<file path="src/rtl/fpu_req_arbiter_if.sv">
// Bundle of the requester, FPU-core and response signals of fpu_req_arbiter.
// slave  : the arbiter itself.
// master : the surrounding requesters / FPU core / response consumer.
interface fpu_req_arbiter_if;
  logic        req0_valid;
  logic        req0_ready;
  logic [2:0]  req0_op;
  logic [63:0] req0_a;
  logic [63:0] req0_b;
  logic        req1_valid;
  logic        req1_ready;
  logic [2:0]  req1_op;
  logic [63:0] req1_a;
  logic [63:0] req1_b;
  logic        fpu_start;
  logic [2:0]  fpu_op;
  logic [63:0] fpu_opa;
  logic [63:0] fpu_opb;
  logic        fpu_done;
  logic [63:0] fpu_result;
  logic [4:0]  fpu_exc;
  logic        rsp_valid;
  logic        rsp_id;
  logic [63:0] rsp_data;
  logic [4:0]  rsp_exc;
  logic        rsp_err;

  modport slave (
    input  req0_valid, req0_op, req0_a, req0_b,
    input  req1_valid, req1_op, req1_a, req1_b,
    input  fpu_done, fpu_result, fpu_exc,
    output req0_ready, req1_ready,
    output fpu_start, fpu_op, fpu_opa, fpu_opb,
    output rsp_valid, rsp_id, rsp_data, rsp_exc, rsp_err
  );

  modport master (
    output req0_valid, req0_op, req0_a, req0_b,
    output req1_valid, req1_op, req1_a, req1_b,
    output fpu_done, fpu_result, fpu_exc,
    input  req0_ready, req1_ready,
    input  fpu_start, fpu_op, fpu_opa, fpu_opb,
    input  rsp_valid, rsp_id, rsp_data, rsp_exc, rsp_err
  );
endinterface

</file>
<file path="src/rtl/fpu_req_arbiter.sv">
// Two-requester round-robin front end for a single FPU core, one operation
// in flight. Optional watchdog on the core: define FPU_REQ_TIMEOUT_EN.
//
// state | meaning
// IDLE  | offer ready to the granted requester, latch operation on accept
// ISSUE | one-cycle fpu_start with latched operands
// WAIT  | wait for fpu_done (or watchdog expiry when enabled)
// RESP  | one-cycle rsp_valid with captured result
module fpu_req_arbiter #(
  parameter int unsigned TIMEOUT_CYCLES = 255
) (
  input logic           clk,
  input logic           rst_n,
  fpu_req_arbiter_if.slave bus
);

  typedef enum logic [1:0] {IDLE, ISSUE, WAIT, RESP} state_e;

  state_e      state_q, state_d;
  logic        last_grant_q, last_grant_d;
  logic        id_q, id_d;
  logic [2:0]  op_q, op_d;
  logic [63:0] opa_q, opa_d;
  logic [63:0] opb_q, opb_d;
  logic        rsp_id_q, rsp_id_d;
  logic [63:0] rsp_data_q, rsp_data_d;
  logic [4:0]  rsp_exc_q, rsp_exc_d;
  logic        rsp_err_q, rsp_err_d;
  logic        idle, grant0, grant1;

`ifdef FPU_REQ_TIMEOUT_EN
  logic [7:0]  cnt_q, cnt_d;
  logic        timeout;

  // counter holds the number of completed WAIT cycles
  assign timeout = (cnt_q == 8'(TIMEOUT_CYCLES - 1));
`endif

  // ready is also gated by rst_n so nothing looks acceptable while in reset
  assign idle   = rst_n && (state_q == IDLE);
  assign grant0 = bus.req0_valid && (!bus.req1_valid || last_grant_q);
  assign grant1 = bus.req1_valid && (!bus.req0_valid || !last_grant_q);

  assign bus.req0_ready = idle && grant0;
  assign bus.req1_ready = idle && grant1;
  assign bus.fpu_start  = (state_q == ISSUE);
  assign bus.fpu_op     = op_q;
  assign bus.fpu_opa    = opa_q;
  assign bus.fpu_opb    = opb_q;
  assign bus.rsp_valid  = (state_q == RESP);
  assign bus.rsp_id     = rsp_id_q;
  assign bus.rsp_data   = rsp_data_q;
  assign bus.rsp_exc    = rsp_exc_q;
  assign bus.rsp_err    = rsp_err_q;

  // next-state, operand latch and response capture
  always_comb begin
    state_d      = state_q;
    last_grant_d = last_grant_q;
    id_d         = id_q;
    op_d         = op_q;
    opa_d        = opa_q;
    opb_d        = opb_q;
    rsp_id_d     = rsp_id_q;
    rsp_data_d   = rsp_data_q;
    rsp_exc_d    = rsp_exc_q;
    rsp_err_d    = rsp_err_q;
`ifdef FPU_REQ_TIMEOUT_EN
    cnt_d        = cnt_q;
`endif
    unique case (state_q)
      IDLE: begin
        if (idle && (grant0 || grant1)) begin
          id_d         = grant1;
          last_grant_d = grant1;
          op_d         = grant1 ? bus.req1_op : bus.req0_op;
          opa_d        = grant1 ? bus.req1_a  : bus.req0_a;
          opb_d        = grant1 ? bus.req1_b  : bus.req0_b;
          state_d      = ISSUE;
        end
      end
      ISSUE: begin
        state_d = WAIT;
`ifdef FPU_REQ_TIMEOUT_EN
        cnt_d   = '0;
`endif
      end
      WAIT: begin
`ifdef FPU_REQ_TIMEOUT_EN
        cnt_d = cnt_q + 8'd1;
`endif
        // a done arriving on the expiry cycle still counts as a normal result
        if (bus.fpu_done) begin
          rsp_id_d   = id_q;
          rsp_data_d = bus.fpu_result;
          rsp_exc_d  = bus.fpu_exc;
          rsp_err_d  = 1'b0;
          state_d    = RESP;
        end
`ifdef FPU_REQ_TIMEOUT_EN
        else if (timeout) begin
          rsp_id_d   = id_q;
          rsp_data_d = '0;
          rsp_exc_d  = '0;
          rsp_err_d  = 1'b1;
          state_d    = RESP;
        end
`endif
      end
      RESP: begin
        state_d = IDLE;
      end
      default: begin
        state_d = IDLE;
      end
    endcase
  end

  // state and datapath registers
  always_ff @(posedge clk or negedge rst_n) begin
    if (!rst_n) begin
      state_q      <= IDLE;
      last_grant_q <= 1'b1;
      id_q         <= 1'b0;
      op_q         <= '0;
      opa_q        <= '0;
      opb_q        <= '0;
      rsp_id_q     <= 1'b0;
      rsp_data_q   <= '0;
      rsp_exc_q    <= '0;
      rsp_err_q    <= 1'b0;
    end else begin
      state_q      <= state_d;
      last_grant_q <= last_grant_d;
      id_q         <= id_d;
      op_q         <= op_d;
      opa_q        <= opa_d;
      opb_q        <= opb_d;
      rsp_id_q     <= rsp_id_d;
      rsp_data_q   <= rsp_data_d;
      rsp_exc_q    <= rsp_exc_d;
      rsp_err_q    <= rsp_err_d;
    end
  end

`ifdef FPU_REQ_TIMEOUT_EN
  // watchdog counter
  always_ff @(posedge clk or negedge rst_n) begin
    if (!rst_n) cnt_q <= '0;
    else        cnt_q <= cnt_d;
  end
`endif

endmodule

</file>
<file path="src/flat_wrapper.sv">
// flat-port wrapper written by rule: the top's interface ports become plain ports
module fpu_req_arbiter_flat 
#(
  parameter int unsigned TIMEOUT_CYCLES = 255
)
  (clk, rst_n, bus_req0_valid, bus_req0_op, bus_req0_a, bus_req0_b, bus_req1_valid, bus_req1_op, bus_req1_a, bus_req1_b, bus_fpu_done, bus_fpu_result, bus_fpu_exc, bus_req0_ready, bus_req1_ready, bus_fpu_start, bus_fpu_op, bus_fpu_opa, bus_fpu_opb, bus_rsp_valid, bus_rsp_id, bus_rsp_data, bus_rsp_exc, bus_rsp_err);
  fpu_req_arbiter_if bus_i ();
  input logic clk;
  input logic rst_n;
  input wire logic [$bits(bus_i.req0_valid)-1:0] bus_req0_valid;
  input wire logic [$bits(bus_i.req0_op)-1:0] bus_req0_op;
  input wire logic [$bits(bus_i.req0_a)-1:0] bus_req0_a;
  input wire logic [$bits(bus_i.req0_b)-1:0] bus_req0_b;
  input wire logic [$bits(bus_i.req1_valid)-1:0] bus_req1_valid;
  input wire logic [$bits(bus_i.req1_op)-1:0] bus_req1_op;
  input wire logic [$bits(bus_i.req1_a)-1:0] bus_req1_a;
  input wire logic [$bits(bus_i.req1_b)-1:0] bus_req1_b;
  input wire logic [$bits(bus_i.fpu_done)-1:0] bus_fpu_done;
  input wire logic [$bits(bus_i.fpu_result)-1:0] bus_fpu_result;
  input wire logic [$bits(bus_i.fpu_exc)-1:0] bus_fpu_exc;
  output wire logic [$bits(bus_i.req0_ready)-1:0] bus_req0_ready;
  output wire logic [$bits(bus_i.req1_ready)-1:0] bus_req1_ready;
  output wire logic [$bits(bus_i.fpu_start)-1:0] bus_fpu_start;
  output wire logic [$bits(bus_i.fpu_op)-1:0] bus_fpu_op;
  output wire logic [$bits(bus_i.fpu_opa)-1:0] bus_fpu_opa;
  output wire logic [$bits(bus_i.fpu_opb)-1:0] bus_fpu_opb;
  output wire logic [$bits(bus_i.rsp_valid)-1:0] bus_rsp_valid;
  output wire logic [$bits(bus_i.rsp_id)-1:0] bus_rsp_id;
  output wire logic [$bits(bus_i.rsp_data)-1:0] bus_rsp_data;
  output wire logic [$bits(bus_i.rsp_exc)-1:0] bus_rsp_exc;
  output wire logic [$bits(bus_i.rsp_err)-1:0] bus_rsp_err;
  assign bus_i.req0_valid = bus_req0_valid;
  assign bus_i.req0_op = bus_req0_op;
  assign bus_i.req0_a = bus_req0_a;
  assign bus_i.req0_b = bus_req0_b;
  assign bus_i.req1_valid = bus_req1_valid;
  assign bus_i.req1_op = bus_req1_op;
  assign bus_i.req1_a = bus_req1_a;
  assign bus_i.req1_b = bus_req1_b;
  assign bus_i.fpu_done = bus_fpu_done;
  assign bus_i.fpu_result = bus_fpu_result;
  assign bus_i.fpu_exc = bus_fpu_exc;
  assign bus_req0_ready = bus_i.req0_ready;
  assign bus_req1_ready = bus_i.req1_ready;
  assign bus_fpu_start = bus_i.fpu_start;
  assign bus_fpu_op = bus_i.fpu_op;
  assign bus_fpu_opa = bus_i.fpu_opa;
  assign bus_fpu_opb = bus_i.fpu_opb;
  assign bus_rsp_valid = bus_i.rsp_valid;
  assign bus_rsp_id = bus_i.rsp_id;
  assign bus_rsp_data = bus_i.rsp_data;
  assign bus_rsp_exc = bus_i.rsp_exc;
  assign bus_rsp_err = bus_i.rsp_err;
  fpu_req_arbiter #(.TIMEOUT_CYCLES(TIMEOUT_CYCLES)) u_core (.clk(clk), .rst_n(rst_n), .bus(bus_i));
endmodule
</file>
<file path="config.mk">
export PLATFORM = sky130hd
export DESIGN_NAME = fpu_req_arbiter_flat
export DESIGN_NICKNAME = d
export VERILOG_FILES = /design/src/rtl/fpu_req_arbiter_if.sv /design/src/rtl/fpu_req_arbiter.sv /design/src/flat_wrapper.sv
export SDC_FILE = /design/constraint.sdc
export NUM_CORES = 1
export LEC_CHECK = 0
export ABC_AREA = 1
export BUFFER_PORTS_ARGS = -buffer_cell sky130_fd_sc_hd__buf_2
export CORE_AREA = 2 2 212 214
export CTS_CLUSTER_SIZE = 20
export DETAILED_ROUTE_END_ITERATION = 8
export DIE_AREA = 0 0 214 216
export SYNTH_ARGS = -nofsm -noshare
export SYNTH_HDL_FRONTEND = slang
export SYNTH_SLANG_ARGS = --single-unit
export TNS_END_PERCENT = 10
</file>
<file path="constraint.sdc">
create_clock -name clk -period 3.7 [get_ports clk]
set_input_delay 0 -clock clk [delete_from_list [all_inputs] [get_ports clk]]
set_output_delay 0 -clock clk [all_outputs]
set_load 0.005 [all_outputs]
</file>
### Word level (Yosys, flattened, before mapping)

Cells that the tools add are included.

* eq/ne operators: 5
* muxes and demuxes: 6
* reduce and logical (&&, ||, !) cells: 16

Operators by type and width (number)
* $mux 64: 2
* $pmux 2 s4: 1
* $logic_and 1x1->1: 6
* $reduce_and 2->1: 3
* $eq 2x2->1 const B: 2
* $mux 2: 2
* $ne 2x2->1 const B: 2
* $logic_not 1->1: 3
* $logic_or 1x1->1: 3
* $mux 3: 1
* $eq 2x1->1 const B: 1
* $logic_not 2->1: 1

* register bits: 205
* input bits: 336
* output and inout bits: 206
* logic and storage cells: 36

### Longest topological paths before layout

Gate-level depths: netlist of run 1.

* word-level depth: 7
* mapped depth: 10
* gate-level depth less buffers: 9

### Worst setup path before layout of run 1

No wires, ideal clock.

* kind: register to register
* start: register u_core.state_q[0]
* end: register u_core.rsp_data_q[0] (netlist: u_core.bus.rsp_data[0])
* library setup time: 0.125 ns
* arrival: 1.365 ns
* data required time: 3.575 ns
* slack: 2.211 ns
* cell stages (with the launch flop): 6
* path buffers: 1
* period minus slack after synthesis: 1.489 ns
* path through: dfrtp_1 > inv_1 > ha_1 > nand2_1 > buf_2 > mux2_2

* longest elaborated chain between the ends: 2

RTL lines
* start: declaration: RTL line fpu_req_arbiter.sv:19 `state_e state_q, state_d;`
* start signal: assignment: RTL line fpu_req_arbiter.sv:133 `state_q <= state_d;`
* $eq 2x2->1: RTL line fpu_req_arbiter.sv:71 `unique case (state_q)`
* $reduce_and 2->1 (no line)
* end signal: assignment: RTL line fpu_req_arbiter.sv:140 `rsp_data_q <= rsp_data_d;`
* end: declaration: RTL line fpu_req_arbiter.sv:26 `logic [63:0] rsp_data_q, rsp_data_d;`

No other way between the ends.
A chain may end at the register's enable or synchronous reset.

### Worst setup path after layout of run 1

* start: register u_core.last_grant_q
* end: register u_core.opb_q[14] (netlist: u_core.bus.fpu_opb[14])

* longest elaborated chain between the ends: 6
* elaborated cells between the ends (all ways): 9
* classes of those cells: 1 x mux; 8 x reduce/logical

RTL lines
* start: declaration: RTL line fpu_req_arbiter.sv:20 `logic last_grant_q, last_grant_d;`
* start signal: assignment: RTL line fpu_req_arbiter.sv:134 `last_grant_q <= last_grant_d;`
* $logic_not 1->1: RTL line fpu_req_arbiter.sv:42 `assign grant1 = bus.req1_valid && (!bus.req0_valid || !last_grant_q);`
* $logic_or 1x1->1: RTL line fpu_req_arbiter.sv:42
* $logic_and 1x1->1: RTL line fpu_req_arbiter.sv:42
* $logic_or 1x1->1: RTL line fpu_req_arbiter.sv:73 `if (idle && (grant0 || grant1)) begin`
* $logic_and 1x1->1: RTL line fpu_req_arbiter.sv:73
* $reduce_and 2->1 (no line)
* end signal: assignment: RTL line fpu_req_arbiter.sv:138 `opb_q <= opb_d;`
* end: declaration: RTL line fpu_req_arbiter.sv:24 `logic [63:0] opb_q, opb_d;`

Several ways; a longest one is shown, not always the timed one.

==> results of run 1 <==
## flip-flops by register name, summed over array words and instances (netlist names)
signal and flops:
u_core.bus.fpu_opb 64, u_core.last_grant_q 1, u_core.bus.fpu_opa 64, u_core.bus.rsp_data 64, u_core.bus.rsp_exc 5, u_core.bus.rsp_id 1
u_core.id_q 1, u_core.bus.fpu_op 3, u_core.state_q 2
## power by group through the flow
stage               combinational (W)  clock [W]  sequential (W)
floorplan                     0.00190          0         0.00391
finish                        0.00431    0.00229         0.00385
detailed placement            0.00380          0         0.00383
CTS                           0.00430    0.00237         0.00382
global placement              0.00373          0         0.00380
global route                  0.00479    0.00246         0.00397
## routing by layer
metal  vias to the layer above  GRT usage, %
met3                       126          3.42
met2                       584          28.6
li1                       5364             -
met1                      5297          19.6
met5                         -             0
met4                         2          9.11
## metrics by stage
stage / cells / hold slack [ps] / util, %
final: 2618 / 15.4 / 38.6
after global routing: 2618 / 30.7 / 38.6
after CTS: 2616 / 6.62 / 38.6
after detailed placement: 2243 / -135 / 29.3
after global placement: 2243 / -136 / 29.3
after floorplan: 1179 / -296 / -
## cell families (layout without fill, tap and decap cells)
logic type      count (synthesis)  after routing  share of synthesized area (%)
fa+ha+maj                       5              5                          0.643
simple gates                  806            806                           32.9
flops                         205            205                           52.7
mux                            69             69                           7.99
compound gates                  3              3                          0.154
buf+inv                        90            935                           5.53
other cells                     1              3                         0.0385
## worst paths after layout
kind / startpoint / endpoint / slack [ps] / cells past startpoint
max in group asynchronous: rst_n / u_core.bus.rsp_data[23] / 2150 / 4
worst max register to register: u_core.last_grant_q / u_core.bus.fpu_opb[14] / 960 / 8
min in group asynchronous: rst_n / u_core.bus.fpu_opb[51] / 280 / 3
worst min register to register: u_core.bus.fpu_opb[25] / u_core.bus.fpu_opb[25] / 470 / 2
worst max-delay path: u_core.last_grant_q / u_core.bus.fpu_opb[14] / 960 / 8
worst min-delay path: bus_req0_valid / u_core.last_grant_q / 20 / 4
## final cells by class
| class | count | share of cell area [%] |
|---|---|---|
| clock buffers | 35 | 4.14 |
| clock inverters | 4 | 0.281 |
| multi-input cells | 884 | 24.1 |
| inverters | 11 | 0.259 |
| flip-flops and latches | 205 | 30.3 |
| well taps | 592 | 4.37 |
| repair buffers | 885 | 36.5 |
| diodes | 2 | 0.0296 |
## worst min-delay path: cells and delay by family
kind | cells | cell delay, ps
buf+inv | 2 | 330
simple gates | 1 | 80
compound gates | 1 | 110
## cell usage in the layout (no fill, tap or decap)
cell and n:
inv_4 1, nand3_1 136, buf_8 1, dlygate4sd3_1 334, inv_2 1, bufinv_16 1
ha_1 5, clkinvlp_4 1, inv_1 9, mux2_2 69, nand2_1 665, or2_2 1
buf_4 9, o21ai_0 3, nand2_4 4, dfstp_2 1, buf_2 538, diode_2 2
buf_12 3, clkinv_2 2, clkbuf_1 4, clkbuf_16 23, clkbuf_8 8, conb_1 1
dfrtp_1 204
## repair_timing
action                    4_1_cts  5_1_grt
hold buffers                  334        0
gates resized for setup         0        0
buffers inserted                0        0
hold endpoints to repair      344        0
==> results.sh, run 1 <==
export IMPL_grt_pass1_vias=11873
export IMPL_endpoint_kind="flip-flop"
export IMPL_wl_met2_mm=18.9
export IMPL_postPlaceCellArea_mm2=0.0128
export IMPL_fill_cells=4201
export IMPL_antenna_found_initial=3
export IMPL_wl_met1_mm=15.7
export IMPL_dieHeight_um=216
export IMPL_setup_ws_ps=964
export IMPL_worst_pin_slew_ps=1030
export IMPL_setup_viol=0
export IMPL_ys_seq_elements=205
export IMPL_synth_ff_type="dfrtp_1"
export IMPL_clockBufferDepth=3
export IMPL_critPathBufInv=2
export IMPL_p_int_w=0.00679
export IMPL_top_layer="met5"
export IMPL_ios=542
export IMPL_cpMaxStageDelayCell="nand2_4"
export IMPL_run_status="finished, final reports clean"
export IMPL_vdd_ir_drop_max_v=0.000355
export IMPL_yosysTopAreaCellShare_pct=52.5
export IMPL_core_rowCount=77
export IMPL_power_share_switching_pct=35.1
export IMPL_num_vias=11373
export IMPL_cts_sinks=205
export IMPL_p_clk_share_pct=21.9
export IMPL_relSlewSlack_pct=31.0
export IMPL_synth_top_area_cell="dfrtp_1"
export IMPL_start_util_pct=22.2
export IMPL_wirelength_mm=39.6
export IMPL_async_flop_share_pct=100
export IMPL_grt_util_all_layers_pct=16.7
export IMPL_drc=0
export IMPL_coreArea_mm2=0.0438
export IMPL_clk_latency_ps=520
export IMPL_cts_buffers=23
export IMPL_yosysMostFrequentCell="nand2_1"
export IMPL_period_minus_slack_ps=2740
export IMPL_dieWidth_um=214
export IMPL_final_period_utilization_pct=74.0
export IMPL_dr_pass1_iters=5
export IMPL_crit_path_max_incr_delay_ps=600
export IMPL_multiInputGateArea_mm2=0.00409
export IMPL_syn_inst=1179
export IMPL_pwr_share_seq_pct=36.9
export IMPL_cp_common_cell="nand2_1"
export IMPL_final_area_mm2=0.0169
export IMPL_fin_nets=2351
export IMPL_power_w=0.0105
export IMPL_rsz0062_at_grt="no"
export IMPL_slew_violations=0
export IMPL_worst_ep_arrival_time_ps=3180
export IMPL_grt_pass1_wl_mm=62.4
export IMPL_power_density_mw_per_mm2=617
export IMPL_crit_family="simple AND/OR/NAND/NOR gates"
export IMPL_synth_edf_count=0
export IMPL_p_comb_share_pct=41.2
export IMPL_hpwl_mm=25.2
export IMPL_area_growth_pct=74.1
export IMPL_clk_pin_slew_ps=60
export IMPL_cp_max_fo=71
export IMPL_port_buffers=540
export IMPL_h_tree_depth=1
export IMPL_dieArea_mm2=0.0462
export IMPL_seqCellArea_mm2=0.00513
export IMPL_ctsRootBufferMaster="clkbuf_16"
export IMPL_cts_tree="built"
export IMPL_crit_required_ps=4150
export IMPL_worstSetupStartpointType="flip-flop"
export IMPL_drive_gt1_share_pct=32.8
export IMPL_netlist_area_mm2=0.00973
export IMPL_wl_met3_mm=3.01
export IMPL_holdCritPathClass="input port to flip-flop"
export IMPL_wl_per_cell_um=15.1
export IMPL_viasPerCell=4.34
export IMPL_p_leak_nw=9.36
export IMPL_gp_congestion=0.923
export IMPL_yosysSeqAreaShare_pct=52.7
export IMPL_fmaxAchievable_ghz=0.365
export IMPL_synth_nets=1520
export IMPL_path_cells="nand2_4 -> nand2_4 -> buf_12 -> nand2_1 -> nand2_1 -> dlygate4sd3_1 -> nand2_1 -> nand2_1"
export IMPL_yosys_top_cells_area="dfrtp_1, nand2_1, mux2_2, nand3_1, buf_2"
export IMPL_grt_start_max_net_pins=131
export IMPL_drv_cap=0
export IMPL_synth_cell_types=17
export IMPL_hold_violations=0
export IMPL_ys_warn_count=0
export IMPL_ant_nets=0
export IMPL_synth_area_per_cell_um2=8.25
export IMPL_yosys_top_cells_count="nand2_1, dfrtp_1, nand3_1"
export IMPL_drt_iter0_drc=725
export IMPL_globalRouteOverflowTotal=0
export IMPL_skew_ps=11.3
export IMPL_path_class="flip-flop to flip-flop"
export IMPL_p_sw_w=0.00367
export IMPL_setup_tns_final_ps=0
export IMPL_dp_slack_ps=1400
No activity file was read; power rests on OpenSTA's default activity.
==> run 2: changes to the inputs <==
--- a/config.mk
+++ b/config.mk
@@ -5,12 +5,12 @@
 export SDC_FILE = /design/constraint.sdc
 export NUM_CORES = 1
 export LEC_CHECK = 0
-export ABC_AREA = 1
+export ABC_AREA = 0
 export BUFFER_PORTS_ARGS = -buffer_cell sky130_fd_sc_hd__buf_2
-export CORE_AREA = 2 2 212 214
+export CORE_AREA = 2 2 208 210
 export CTS_CLUSTER_SIZE = 20
 export DETAILED_ROUTE_END_ITERATION = 8
-export DIE_AREA = 0 0 214 216
+export DIE_AREA = 0 0 210 212
 export SYNTH_ARGS = -nofsm -noshare
 export SYNTH_HDL_FRONTEND = slang
 export SYNTH_SLANG_ARGS = --single-unit
==> constraint.sdc (replaced) <==
create_clock -name clk -period 2.27 [get_ports clk]
set_input_delay 0 -clock clk [delete_from_list [all_inputs] [get_ports clk]]
set_output_delay 0 -clock clk [all_outputs]
set_load 0.005 [all_outputs]
==> results.sh, run 2 <==
export IMPL_power_density_mw_per_mm2=1100
export IMPL_clk_latency_ps=530
export IMPL_layout_common_cells="buf_2, dlygate4sd3_1, nand2_1, dfrtp_1, nor2_1"
export IMPL_grt_start_max_net_pins=113
export IMPL_h_tree_depth=1
export IMPL_run_status="finished, final reports clean"
export IMPL_dp_slack_ps=378
export IMPL_worst_pin_slew_ps=645
export IMPL_hold_violations=0
export IMPL_dieHeight_um=212
export IMPL_hpwl_mm=22.5
export IMPL_final_area_mm2=0.0166
export IMPL_period_minus_slack_ps=2150
export IMPL_ios=542
export IMPL_r2r_slack_ps=120
export IMPL_rr_worst_depth=7
export IMPL_core_rowCount=76
export IMPL_multiInputGateArea_mm2=0.00329
export IMPL_async_flop_share_pct=100
export IMPL_fin_nets=2114
export IMPL_skew_ps=8.01
export IMPL_yosys_top_cells_area="dfrtp_1, nand2_1, a31oi_1, mux2_2, nor2_1"
export IMPL_coreArea_mm2=0.0425
export IMPL_cts_sinks=205
export IMPL_relSlewSlack_pct=57.0
export IMPL_power_w=0.0183
export IMPL_layout_commonest_cell="buf_2"
export IMPL_p_comb_share_pct=40.5
export IMPL_clk_pin_slew_ps=60
export IMPL_cts_buffers=24
export IMPL_clockBufferDepth=3
export IMPL_worst_ep_arrival_time_ps=2620
export IMPL_grt_pass1_wl_mm=55.2
export IMPL_syn_inst=895
export IMPL_setup_viol=0
export IMPL_drive_gt1_share_pct=39.0
export IMPL_cts_tree="built"
export IMPL_gp_congestion=0.806
export IMPL_synth_ff_type="dfrtp_1"
export IMPL_p_leak_nw=7.88
export IMPL_netlist_area_mm2=0.00878
export IMPL_setup_tns_final_ps=0
export IMPL_dieWidth_um=210
export IMPL_start_util_pct=20.7
export IMPL_wirelength_mm=37.0
export IMPL_setup_ws_ps=116
export IMPL_p_sw_w=0.00610
export IMPL_endpoint_kind="flip-flop"
export IMPL_holdWs_ps=156
export IMPL_synth_edf_count=0
export IMPL_fmaxAchievable_ghz=0.464
export IMPL_ys_warn_count=0
export IMPL_num_vias=10214
export IMPL_final_period_utilization_pct=94.9
export IMPL_timing_rr_end="u_core.bus.fpu_opb[45]"
export IMPL_antenna_found_initial=0
export IMPL_port_buffers=540
export IMPL_drt_iter0_drc=663
export IMPL_drc=0
export IMPL_synth_nets=1236
export IMPL_synth_cell_types=22
export IMPL_ctsRootBufferMaster="clkbuf_16"
export IMPL_p_int_w=0.0122
export IMPL_slew_violations=0
export IMPL_fill_cells=3915
export IMPL_dieArea_mm2=0.0445
export IMPL_yosys_top_cells_count="nand2_1, dfrtp_1, nor2_1"
export IMPL_area_growth_pct=88.6
export IMPL_ys_seq_elements=205
export IMPL_holdCritPathClass="input port to async pin"
export IMPL_p_clk_share_pct=23.2
export IMPL_postPlaceCellArea_mm2=0.0122
export IMPL_wl_per_cell_um=15.8
export IMPL_yosysSeqAreaShare_pct=58.4
export IMPL_crit_required_ps=2730
export IMPL_dr_pass1_iters=5
export IMPL_grt_util_all_layers_pct=15.4
export IMPL_viasPerCell=4.37
export IMPL_worstSetupStartpointType="flip-flop"
export IMPL_seqCellArea_mm2=0.00513
export IMPL_synth_area_per_cell_um2=9.81
export IMPL_yosysMostFrequentCell="nand2_1"
export IMPL_vdd_ir_drop_max_v=0.000489
export IMPL_r2r_start="u_core.state_q[0]"
export IMPL_yosysTopAreaCellShare_pct=58.1
export IMPL_cp_max_fo=40
export IMPL_path_class="flip-flop to flip-flop"
export IMPL_power_share_switching_pct=33.4
export IMPL_ant_nets=0
export IMPL_globalRouteOverflowTotal=0
export IMPL_rsz0062_at_grt="no"
export IMPL_grt_pass1_vias=10798
export IMPL_pwr_share_seq_pct=36.3
export IMPL_drv_cap=0
export IMPL_synth_top_area_cell="dfrtp_1"
==> run 2: layer usage <==
metal	vias to the layer above	GRT usage (%)	wire, um
met5	-	0	0
met4	0	8.05	1710
li1	4762	-	-
met1	4738	16.8	13800
met3	121	3.97	3030
met2	593	27.4	18400
==> run 2: how the worst max path moves through the flow <==
stage | startpoint | end | slack [ps] | cells after the start
3_3_place_gp | u_core.state_q[0] | u_core.bus.fpu_opb[40] | 450 | 7
2_1_floorplan | u_core.state_q[0] | u_core.bus.fpu_opa[46] | 720 | 7
6_report | u_core.state_q[0] | u_core.bus.fpu_opb[45] | 120 | 7
4_1_cts | u_core.state_q[0] | u_core.bus.fpu_opb[18] | 20 | 7
5_1_grt | u_core.state_q[0] | u_core.bus.fpu_opb[45] | 20 | 7
3_5_place_dp | u_core.state_q[0] | u_core.bus.fpu_opb[27] | 380 | 7
==> run 2: power by group through the flow <==
stage          Combinational, W  Clock [W]  Sequential (W)
2_1_floorplan           0.00291          0         0.00664
3_3_place_gp            0.00612          0         0.00657
3_5_place_dp            0.00629          0         0.00659
4_1_cts                 0.00718    0.00435         0.00656
5_1_grt                 0.00811    0.00448         0.00683
6_report                0.00740    0.00424         0.00662
==> run 2: critical path, cell delays in order, from the launching register on <==
cell and delay, ps:
dfrtp_1 410, inv_1 120, ha_2 270, o211a_4 230
buf_12 210, nor2_1 80, a31oi_1 180, dlygate4sd3_1 570
==> run 2: stage by stage <==
| step | util [%] | cells |
|---|---|---|
| 2_1_floorplan | - | 895 |
| 3_3_place_gp | 28.7 | 1948 |
| 3_5_place_dp | 28.7 | 1948 |
| 4_1_cts | 38.7 | 2328 |
| 5_1_grt | 39.0 | 2336 |
| 6_report | 39.0 | 2337 |
==> run 2: logic make-up (layout without fill, tap and decap cells) <==
family                     count (synthesis)  count (layout)  share of synthesized area (%)
buffers and inverters                     70             965                           4.42
DFF                                      205             205                           58.4
other                                      1               2                         0.0427
AOI/OAI and AO/OA                        141             141                           10.1
and+or+nand+nor                          403             403                           17.3
muxes                                     70              70                           8.98
adders and majority gates                  5               5                          0.712
==> run 2: area by class of cell <==
type,count,area share (%)
inverters,4,0.0906
diodes,1,0.0151
clock buffers,28,3.90
repair buffers,918,39.7
clock inverters,15,1.31
well taps,546,4.12
flip-flops and latches,205,31.0
multi-input cells,620,19.9
==> run 2: timing repair <==
| action | 4_1_cts | 5_1_grt |
|---|---|---|
| gates resized for setup | 0 | 2 |
| hold buffers | 337 | 0 |
| endpoints found under the hold margin | 409 | 0 |
| buffers inserted | 0 | 7 |
| setup endpoints to repair | 0 | 26 |
==> run 3: changes to the inputs <==
--- a/config.mk
+++ b/config.mk
@@ -11,6 +11,7 @@
 export CTS_CLUSTER_SIZE = 20
 export DETAILED_ROUTE_END_ITERATION = 8
 export DIE_AREA = 0 0 210 212
+export REMOVE_ABC_BUFFERS = 1
 export SYNTH_ARGS = -nofsm -noshare
 export SYNTH_HDL_FRONTEND = slang
 export SYNTH_SLANG_ARGS = --single-unit
==> results.sh, run 3 (synthesized netlist as in run 2, its figures left out) <==
export IMPL_run_status="finished, final reports clean"
export IMPL_crit_path_max_incr_delay_ps=580
export IMPL_num_vias=10182
export IMPL_clockBufferDepth=3
export IMPL_antenna_found_initial=0
export IMPL_path_class="flip-flop to flip-flop"
export IMPL_core_rowCount=76
export IMPL_dp_slack_ps=426
export IMPL_setup_viol=0
export IMPL_grt_pass1_wl_mm=55.6
export IMPL_rr_worst_depth=8
export IMPL_crit_required_ps=2720
export IMPL_setup_tns_final_ps=0
export IMPL_grt_start_max_net_pins=123
export IMPL_globalRouteOverflowTotal=0
export IMPL_cts_buffers=24
export IMPL_fill_cells=3959
export IMPL_h_tree_depth=1
export IMPL_power_density_mw_per_mm2=1110
export IMPL_cpMaxStageDelayCell="dlygate4sd3_1"
export IMPL_hold_violations=0
export IMPL_fmaxAchievable_ghz=0.466
export IMPL_cts_sinks=205
export IMPL_dieWidth_um=210
export IMPL_dieHeight_um=212
export IMPL_area_growth_pct=85.5
export IMPL_wl_per_cell_um=15.9
export IMPL_gp_congestion=0.827
export IMPL_ant_nets=0
export IMPL_start_util_pct=20.7
export IMPL_drv_cap=0
export IMPL_path_cells="inv_2 -> ha_4 -> o211a_4 -> buf_12 -> buf_4 -> nor2_1 -> a31oi_1 -> dlygate4sd3_1"
export IMPL_rsz0062_at_grt="no"
export IMPL_dr_pass1_iters=5
export IMPL_worst_ep_arrival_time_ps=2600
export IMPL_cts_tree="built"
export IMPL_grt_pass1_vias=10836
export IMPL_drt_iter0_drc=660
export IMPL_viasPerCell=4.39
export IMPL_final_period_utilization_pct=94.6
export IMPL_period_minus_slack_ps=2150
export IMPL_grt_util_all_layers_pct=15.6
export IMPL_slew_violations=0
export IMPL_dieArea_mm2=0.0445
export IMPL_setup_ws_ps=123
export IMPL_utilization_pct=38.3
export IMPL_port_buffers=540
export IMPL_r2r_slack_ps=120
export IMPL_ios=542
export IMPL_layout_commonest_cell="buf_2"
export IMPL_timing_rr_end="u_core.bus.fpu_opa[7]"
export IMPL_wirelength_mm=36.9
export IMPL_cts_setup_buffers=0
export IMPL_worstSetupStartpointType="flip-flop"
export IMPL_drc=0
export IMPL_dp_cells=1941
export IMPL_cp_max_fo=28
export IMPL_ctsRootBufferMaster="clkbuf_16"
export IMPL_vdd_ir_drop_max_v=0.000550
export IMPL_endpoint_kind="flip-flop"
export IMPL_fin_nets=2099
export IMPL_clk_pin_slew_ps=60
export IMPL_layout_common_cells="buf_2, dlygate4sd3_1, nand2_1, dfrtp_1, nor2_1"
export IMPL_finalNonFillerCells=2322
export IMPL_holdCritPathClass="input port to async pin"
export IMPL_relSlewSlack_pct=50.9
export IMPL_hpwl_mm=22.9
export IMPL_drive_gt1_share_pct=38.6
export IMPL_skew_ps=16.6
export IMPL_clk_latency_ps=530
export IMPL_worst_pin_slew_ps=737
export IMPL_p_leak_nw=7.76
export IMPL_coreArea_mm2=0.0425
export IMPL_r2r_start="u_core.state_q[0]"
==> run 3: changes by cell type in the layout (fill, tap and decap cells not counted), moves of 2 or more <==
cell	delta
bufinv_16	-4
buf_4	-10
inv_1	-2
buf_12	-5
clkinv_2	+7
buf_6	+2
inv_2	+2
clkinvlp_4	-5
==> run 3: power by group <==
part	internal (W)	switching, W
clock	0.00218	0.00156
sequential	0.00553	0.00116
combinational	0.00416	0.00349
total	0.0119	0.00620
==> run 3: worst max path at each step <==
stage | from | end | cells after the start
finish | u_core.state_q[0] | u_core.bus.fpu_opa[7] | 8
global route | u_core.state_q[0] | u_core.bus.fpu_opa[31] | 7
CTS | u_core.state_q[0] | u_core.bus.fpu_opb[12] | 7
detailed placement | u_core.state_q[0] | u_core.bus.fpu_opb[22] | 7
global placement | u_core.state_q[0] | u_core.bus.rsp_data[22] | 5
floorplan | u_core.state_q[0] | u_core.bus.fpu_op[0] | 4
==> run 3: worst max-delay path: cells and delay by family, from the launching register on <==
kind | cells | cell delay (ps)
AND/OR/NAND/NOR | 1 | 50
buffers and inverters | 4 | 1070
AO/OA/AOI/OAI | 2 | 330
flip-flops | 1 | 430
adder cells (fa/ha/maj) | 1 | 180
==> run 3: per-stage QoR <==
step	hold WS [ps]	area [um2]	power [W]
after global placement	-95.0	12100	0.0127
final	95.6	16300	0.0181
after floorplan	-296	8410	0.00957
after CTS	61.5	16300	0.0179
after global routing	82.1	16300	0.0192
after detailed placement	-99.4	12100	0.0129
==> run 3: final cells by class <==
cell class | count | area [um2] | share of cell area (%)
clock buffers | 29 | 661 | 4.05
clock inverters | 14 | 104 | 0.637
diodes | 1 | 2.50 | 0.0154
well taps | 546 | 683 | 4.19
inverters | 4 | 15.0 | 0.0921
multi-input cells | 620 | 3300 | 20.3
repair buffers | 903 | 6390 | 39.2
flip-flops and latches | 205 | 5130 | 31.5
==> run 3: repair_timing <==
| item | 4_1_cts | 5_1_grt |
|---|---|---|
| resized for setup | 0 | 7 |
| hold buffers | 337 | 0 |
| endpoints found under the hold margin | 408 | 0 |
| endpoints found under the setup margin | 0 | 49 |
==> run 3: routing by layer <==
metal	vias up	track usage, %	wire length [um]
li1	4721	-	-
met1	4748	16.7	13500
met2	595	27.5	18100
met3	118	3.60	3040
met4	0	10.3	2320
met5	-	0	0
